===== src/rtl/pdl_pkg.sv =====
// Shared defaults and channel state encoding for the paddle timer bank.
// Tick counts assume a 50 MHz sys_clk (20 ns per tick).
package pdl_pkg;

    localparam int unsigned DEF_DATA_W      = 8;
    localparam int unsigned DEF_CNT_W       = 18;
    // 200 ticks = 4 us, 540 ticks = 10.8 us at 50 MHz
    localparam int unsigned DEF_BASE_TICKS  = 200;
    localparam int unsigned DEF_SLOPE_TICKS = 540;
    localparam int unsigned DEF_TICK_NS     = 20;

    typedef enum logic [0:0] {
        ST_IDLE = 1'b0,
        ST_RUN  = 1'b1
    } ch_state_e;

endpackage


===== src/rtl/pdl_channel.sv =====
// One paddle timer channel: loads BASE + value*SLOPE on an enabled trigger and
// holds pulse high for exactly that many cycles, with a done strobe on expiry.
module pdl_channel
    import pdl_pkg::*;
#(
    parameter int unsigned DATA_W      = DEF_DATA_W,
    parameter int unsigned CNT_W       = DEF_CNT_W,
    parameter int unsigned BASE_TICKS  = DEF_BASE_TICKS,
    parameter int unsigned SLOPE_TICKS = DEF_SLOPE_TICKS
) (
    input  logic              clk_i,
    input  logic              rst_i,
    input  logic              trig_i,
    input  logic              en_i,
    input  logic [DATA_W-1:0] val_i,
    output logic              pulse_o,
    output logic              done_o
);

    localparam logic [CNT_W-1:0] CNT_ZERO = {CNT_W{1'b0}};
    localparam logic [CNT_W-1:0] CNT_ONE  = CNT_W'(1'b1);

    ch_state_e        state_q, state_d;
    logic [CNT_W-1:0] cnt_q, cnt_d;
    logic [CNT_W-1:0] load_n_s;
    logic             done_q, done_d;
    logic             pulse_q;

    assign load_n_s = CNT_W'(BASE_TICKS) + CNT_W'(val_i) * CNT_W'(SLOPE_TICKS);

    // Next-state: disable wins over retrigger; expiry at the last counted cycle
    always_comb begin
        state_d = state_q;
        cnt_d   = cnt_q;
        done_d  = 1'b0;
        case (state_q)
            ST_IDLE: begin
                if (trig_i && en_i) begin
                    state_d = ST_RUN;
                    cnt_d   = load_n_s;
                end else begin
                    state_d = ST_IDLE;
                    cnt_d   = CNT_ZERO;
                end
            end
            ST_RUN: begin
                if (!en_i) begin
                    state_d = ST_IDLE;
                    cnt_d   = CNT_ZERO;
                end else if (trig_i) begin
                    state_d = ST_RUN;
                    cnt_d   = load_n_s;
                end else if (cnt_q <= CNT_ONE) begin
                    state_d = ST_IDLE;
                    cnt_d   = CNT_ZERO;
                    done_d  = 1'b1;
                end else begin
                    state_d = ST_RUN;
                    cnt_d   = cnt_q - CNT_ONE;
                end
            end
            default: begin
                state_d = ST_IDLE;
                cnt_d   = CNT_ZERO;
            end
        endcase
    end

    // State, counter and registered outputs with synchronous reset
    always_ff @(posedge clk_i) begin
        if (rst_i) begin
            state_q <= ST_IDLE;
            cnt_q   <= CNT_ZERO;
            done_q  <= 1'b0;
            pulse_q <= 1'b0;
        end else begin
            state_q <= state_d;
            cnt_q   <= cnt_d;
            done_q  <= done_d;
            pulse_q <= (state_d == ST_RUN);
        end
    end

    assign pulse_o = pulse_q;
    assign done_o  = done_q;

endmodule


===== src/rtl/paddle_timer_bank.sv =====
// Bank of independent paddle timers sharing one trigger strobe; the top level
// only unpacks per-channel values and ORs the pulses into busy.
module paddle_timer_bank
    import pdl_pkg::*;
#(
    parameter int unsigned NUM_CH      = 4,
    parameter int unsigned DATA_W      = DEF_DATA_W,
    parameter int unsigned BASE_TICKS  = DEF_BASE_TICKS,
    parameter int unsigned SLOPE_TICKS = DEF_SLOPE_TICKS,
    parameter int unsigned CNT_W       = DEF_CNT_W
) (
    input  logic                     sys_clk,
    input  logic                     reset,
    input  logic                     trigger,
    input  logic [NUM_CH-1:0]        ch_enable,
    input  logic [NUM_CH*DATA_W-1:0] ch_value,
    output logic [NUM_CH-1:0]        pulse,
    output logic [NUM_CH-1:0]        done,
    output logic                     busy
);

    // Longest load must fit the counter, and a zero-length pulse is meaningless
    localparam logic [63:0] MAX_N   = 64'(BASE_TICKS)
                                    + ((64'd1 << DATA_W) - 64'd1) * 64'(SLOPE_TICKS);
    localparam logic [63:0] CNT_MAX = (64'd1 << CNT_W) - 64'd1;

    generate
        if ((MAX_N > CNT_MAX) || (BASE_TICKS == 0)) begin : g_bad_params
            $error("paddle_timer_bank: BASE_TICKS is 0 or maximum load exceeds CNT_W");
        end
    endgenerate

    genvar g;
    generate
        for (g = 0; g < NUM_CH; g++) begin : g_ch
            logic [DATA_W-1:0] val_s;
            assign val_s = ch_value[g*DATA_W +: DATA_W];

            pdl_channel #(
                .DATA_W      (DATA_W),
                .CNT_W       (CNT_W),
                .BASE_TICKS  (BASE_TICKS),
                .SLOPE_TICKS (SLOPE_TICKS)
            ) u_ch (
                .clk_i   (sys_clk),
                .rst_i   (reset),
                .trig_i  (trigger),
                .en_i    (ch_enable[g]),
                .val_i   (val_s),
                .pulse_o (pulse[g]),
                .done_o  (done[g])
            );
        end
    endgenerate

    assign busy = |pulse;

endmodule


===== config.mk =====
export PLATFORM = sky130hd
export DESIGN_NAME = paddle_timer_bank
export DESIGN_NICKNAME = d
export VERILOG_FILES = /design/src/rtl/pdl_pkg.sv /design/src/rtl/pdl_channel.sv /design/src/rtl/paddle_timer_bank.sv
export SDC_FILE = /design/constraint.sdc
export NUM_CORES = 1
export LEC_CHECK = 0
export CAP_MARGIN = 20
export CORE_MARGIN = 1.5
export CORE_UTILIZATION = 35
export CTS_CLUSTER_DIAMETER = 120
export DETAILED_ROUTE_END_ITERATION = 8
export SLEW_MARGIN = 20
export SYNTH_ARGS = -nofsm -noshare
export SYNTH_HDL_FRONTEND = slang
export SYNTH_SLANG_ARGS = --single-unit

===== constraint.sdc =====
create_clock -name sys_clk -period 9.2 [get_ports sys_clk]
set_clock_uncertainty 0.05 [all_clocks]
set_input_delay 2.76 -clock sys_clk [delete_from_list [all_inputs] [get_ports sys_clk]]
set_output_delay 2.76 -clock sys_clk [all_outputs]
set_load 0.01 [all_outputs]

Word-level counts from Yosys, hierarchy flattened
Cells that the tools add are included.
{"block": "totals", "output_inout_bits": 9, "ramBits": 0, "latchBits": 0, "mem_bits_ro": 0, "input_bits": 39, "regBits": 80, "n_memories": 0}
{"block": "op_classes", "reduce_logical": 9, "eq_ne": 0, "n_lt_le_gt_ge": 4, "mul": 4, "div_mod_pow": 0, "shift": 0, "n_bitwise": 8, "mux": 44, "addsub": 8}
{"op": "2-to-1 mux 18 bit", "n": 16}
{"op": "one-hot mux 18 bit (2 select lines)", "n": 4}
{"op": "adder 8 x 18 -> 18 bit, first input constant", "n": 4}
{"op": "<= comparator 18 x 1 -> 1 bit, second input constant", "n": 4}
{"op": "subtractor 18 x 1 -> 18 bit, second input constant", "n": 4}
{"op": "multiplier 8 x 8 -> 16 bit, second input constant", "n": 4}
{"op": "2-to-1 mux 1 bit", "n": 20}
{"op": "OR reduction 4 bit", "n": 5}
{"op": "NOT 1 bit", "n": 8}
{"op": "one-hot mux 1 bit (2 select lines)", "n": 4}
{"op": "logical AND 1 bit", "n": 4}

Longest topological paths before layout
{"block": "logic_depth", "word_depth": 5, "depth_mapped": 17, "ltp_nobuf": 17}

Cells and area by module
A second synthesis with hierarchy kept.
{"block": "hier_totals", "cells_unflattened": 1141, "hier_area_um2": 9562.9}
{"mod": "pdl_channel (g_ch[1].u_ch ...)", "seq_area_each_um2": 400.4, "area_each_um2": 2469.9, "n_inst": 2, "cells_per_inst": 296}
{"mod": "pdl_channel (g_ch[0].u_ch)", "seq_area_each_um2": 400.4, "area_each_um2": 2378.5, "n_inst": 1, "cells_per_inst": 286}
{"mod": "pdl_channel (g_ch[3].u_ch)", "seq_area_each_um2": 400.4, "area_each_um2": 2237.1, "n_inst": 1, "cells_per_inst": 262}
{"mod": "paddle_timer_bank", "seq_area_each_um2": 0.0, "area_each_um2": 7.5, "n_inst": 1, "cells_per_inst": 1}

Worst setup path before layout
OpenSTA, ideal clock, no wires.
{"block": "synth_path", "path_kind": "input to register", "startpoint": "in ch_value[2]", "endpoint": "reg g_ch[0].u_ch.cnt_q[16]", "path_buffers": 0, "t_arrival_ps": 6607, "path_stages": 17, "setup_slack_ps": 2412, "required_ps": 9019, "path_cell_list": "ha_1 > ha_1 > inv_1 > fa_1 > inv_1 > ha_1 > inv_1 > fa_1 > nor2b_4 > o21ai_0 > a2111oi_4 > nand2_2 > or3_4 > or4b_4 > nor4b_4 > xnor2_1 > o22ai_2"}
{"block": "synth_between", "elab_chain_len": 5}
{"item": "from (decl)", "line": "paddle_timer_bank.sv:16", "text": "input logic [NUM_CH*DATA_W-1:0] ch_value,"}
{"item": "multiplier 8 x 8 -> 16 bit *", "line": "pdl_channel.sv:29", "text": "assign load_n_s = CNT_W'(BASE_TICKS) + CNT_W'(val_i) * CNT_W'(SLOPE_TICKS);"}
{"item": "adder 8 x 18 -> 18 bit *", "line": "pdl_channel.sv:29"}
{"item": "2-to-1 mux 18 bit", "line": "pdl_channel.sv:50", "text": "end else if (trig_i) begin"}
{"item": "2-to-1 mux 18 bit", "line": "pdl_channel.sv:47", "text": "if (!en_i) begin"}
{"item": "one-hot mux 18 bit (2 select lines) *", "line": "pdl_channel.sv:36", "text": "case (state_q)"}
{"item": "to (signal assigned)", "line": "pdl_channel.sv:78", "text": "cnt_q <= cnt_d;"}
{"item": "to (decl)", "line": "pdl_channel.sv:24", "text": "logic [CNT_W-1:0] cnt_q, cnt_d;"}
Every way passes the cells marked *; elsewhere a longest branch is shown, timed or not.
A chain may end at the register's enable or synchronous reset.

Worst setup path after layout
{"block": "layout_path", "startpoint": "in ch_value[22]", "endpoint": "reg g_ch[2].u_ch.cnt_q[17]"}
{"block": "layout_between", "elab_chain_len": 5}
{"item": "multiplier 8 x 8 -> 16 bit *", "line": "pdl_channel.sv:29"}
{"item": "adder 8 x 18 -> 18 bit *", "line": "pdl_channel.sv:29"}
{"item": "2-to-1 mux 18 bit", "line": "pdl_channel.sv:50"}
{"item": "2-to-1 mux 18 bit", "line": "pdl_channel.sv:47"}
{"item": "one-hot mux 18 bit (2 select lines) *", "line": "pdl_channel.sv:36"}
{"item": "to (signal assigned)", "line": "pdl_channel.sv:78"}
{"item": "to (decl)", "line": "pdl_channel.sv:24"}
Marked as above.

==> impl_metrics.json <==
{
  "status": "finished, final reports clean",
  "grt_usage": 0.159,
  "crit_type": "in2reg",
  "rsz0062_at_grt": "no",
  "cp_slowest_cell": "clkdlybuf4s50_1",
  "p_leak_uw": 0.00467,
  "post_cts_buffers": 0,
  "num_vias": 7514,
  "n_antenna_cell": 0,
  "pwr_density_cell_nw_per_um2": 193,
  "grt_pass1_wl_mm": 35.0,
  "fin_cells": 1490,
  "clkLatencyLatePin_ps": 340,
  "dr.pass1.iters": 4,
  "syn_avg_cell_area_sq_um": 8.06,
  "rows": 58,
  "grt_max_degree": 42,
  "routed_wl_mm": 20.1,
  "cp_max_fo": 8,
  "num-fill-cells": 2673,
  "core-area_sq_um": 25300,
  "fin_tns_setup_ps": 0,
  "cts_sinks": 80,
  "yosysSeqAreaShare": 0.177,
  "path_clk_slew_ps": 50,
  "finalHoldViolations": 0,
  "antenna_found_initial": 0,
  "grt_pass1_vias": 7459,
  "fin_crit_sh": 0.784,
  "ir_drop_v": 0.0000865,
  "crit_family": "adder cells",
  "startpoint_type": "input pin",
  "place_ws_ps": 1630,
  "drive_above_1_share": 0.0241,
  "dieArea_sq_um": 26800,
  "root_buffer": "clkbuf_16",
  "cts_resized": 0,
  "gr-total-overflow": 0,
  "drt-vias-per-instance": 5.04,
  "die_h_um": 164,
  "clock.fmax_ghz": 0.139,
  "drc": 0,
  "io_pins": 48,
  "cp_data_arrival_time_ps": 7390,
  "fin_util": 0.399,
  "ys_warn_count": 0,
  "period_needed_ps": 7220,
  "synthesis.area_sq_um": 9020,
  "drv_cap": 0,
  "tritoncts": "yes",
  "cts_buffers": 9,
  "drt_iter0_drc": 310,
  "async_reset_ff_frac": 0,
  "synth_seq_cells": 80,
  "slew_violations": 0,
  "yosys.area.top_type": "ha_1",
  "synth_cells": 1119,
  "initial_core_util": 0.357,
  "cp_cell_sequence": "clkdlybuf4s50_1, ha_1, inv_1, fa_1, fa_1, inv_1, ha_1, o21ai_0, nor2_1, a21oi_1, o211ai_1, a21oi_1, a31oi_1, or4b_1, nor4b_1, o311a_1",
  "crit_required_ps": 9370,
  "worst_slack_ps": 1980,
  "dpl.hpwl_mm": 16.3,
  "dp.cells": 1476,
  "postCtsHoldBufs": 0,
  "maxSlewHeadroom": 0.584,
  "synth_flop_cell": "dfxtp_1",
  "synth_top_cell_area_share": 0.194,
  "area_growth_pct": 11.7,
  "synthDistinctLibCells": 68,
  "netlist_top_cells_area": "ha_1 19%, dfxtp_1 18%, xnor2_1 8.0%, fa_1 7.1%, inv_1 6.6%",
  "fp.dieW_um": 164,
  "synth-edff-count": 0,
  "syn-num-nets": 1330,
  "htreeDepth": 3,
  "hold_ws_ps": 429,
  "drtAntennaViolNets": 0,
  "setup_viol": 0,
  "path_buf_inv": 3,
  "gp_congestion": 0.844,
  "hold_path_class": "reg2reg",
  "tightest_slew_ps": 618,
  "crit_path_max_incr_delay_ps": 670,
  "routedWlPerCell_um": 13.5,
  "fin_nets": 1368,
  "critPathCaptureType": "flop",
  "port_buffers": 47,
  "cts.path.max_buffers": 2
}
[registers in the layout, summed over array words and instances (netlist names)]
name               count
g_ch.u_ch.done_o       4
g_ch.u_ch.cnt_q       72
g_ch.u_ch.state_q      4
[stage by stage]
stage                     area (sq um)  power [uW]
after floorplan                   9020        1370
after detailed placement          9810        1610
after global routing             10100        2140
after global placement            9810        1600
after CTS                        10100        1960
final                            10100        1940
[synth_stat cells (4+ instances only)]
library cell / instances
xnor2_1: 82
nand2_1: 81
nor4_1: 20
a211oi_1: 15
a21oi_1: 52
o21bai_1: 4
nand2b_1: 9
o2111ai_1: 4
xor2_1: 57
nand3b_1: 6
nor2_1: 90
ha_1: 140
a21boi_0: 4
o21ai_0: 26
or3_1: 7
nor2b_1: 9
dfxtp_1: 80
inv_1: 159
a21o_1: 20
a221oi_1: 9
a31oi_1: 6
or4_1: 7
fa_1: 32
o21a_1: 10
and2_1: 7
o22ai_1: 20
and3_1: 6
clkbuf_1: 12
nor3_1: 34
nand3_1: 41
nand4_1: 7
buf_4: 8
[final cells by class]
cell class                 count  area [sq um]  share of cell area
multi-input combinational    858          6710               0.666
sequential                    80          1600               0.159
inverter                     159           597              0.0592
timing repair buffer          49           485              0.0481
tap                          330           413              0.0409
clock buffer                  14           274              0.0272
[layer usage]
layer / track usage / wire [um]
met5: 0 / 0
met4: 0.0339 / 153
met3: 0.0196 / 507
met2: 0.275 / 9440
met1: 0.212 / 9960
[where the power goes]
part	internal, uW	total, uW	leakage (uW)	switching (uW)
clock	202	339	0.000135	137
combinational	521	1190	0.00388	673
sequential	380	411	0.000652	31.9
[worst paths after layout]
kind	start	to	slack [ps]	cells past startpoint
setup reg to reg	g_ch[3].u_ch.cnt_q[11]	g_ch[3].u_ch.cnt_q[11]	6430	8
hold / removal	g_ch[2].u_ch.cnt_q[0]	g_ch[2].u_ch.cnt_q[0]	430	1
hold reg to reg	g_ch[2].u_ch.cnt_q[0]	g_ch[2].u_ch.cnt_q[0]	430	1
setup / recovery	ch_value[22]	g_ch[2].u_ch.cnt_q[17]	1980	16
[placed cells by master (no fill, tap or decap), types with 20 or more instances in the layout]
cell type,count
nand2_1,81
o21ai_0,26
nor4_1,20
nand3_1,41
nor2_1,90
clkdlybuf4s50_1,47
fa_1,32
xnor2_1,82
o22ai_1,20
inv_1,159
dfxtp_1,80
a21o_1,20
xor2_1,57
nor3_1,34
ha_1,140
a21oi_1,52
[worst register-to-register path, delay by kind of cell, from the launching register on]
family / cells / cell delay [ps]
flip-flops: 1 / 320
AO/OA/AOI/OAI: 2 / 220
AND/OR/NAND/NOR: 6 / 2060
[kinds of logic after synthesis]
group	count (synthesis)	synth area share
multiplexers	3	0.00347
buffers and inverters	181	0.0786
adder cells (fa/ha/maj)	172	0.265
AND/OR/NAND/NOR	346	0.192
flip-flops	80	0.177
XOR/XNOR	139	0.135
AO/OA/AOI/OAI	198	0.148
Power figures use the tool's default switching activity.
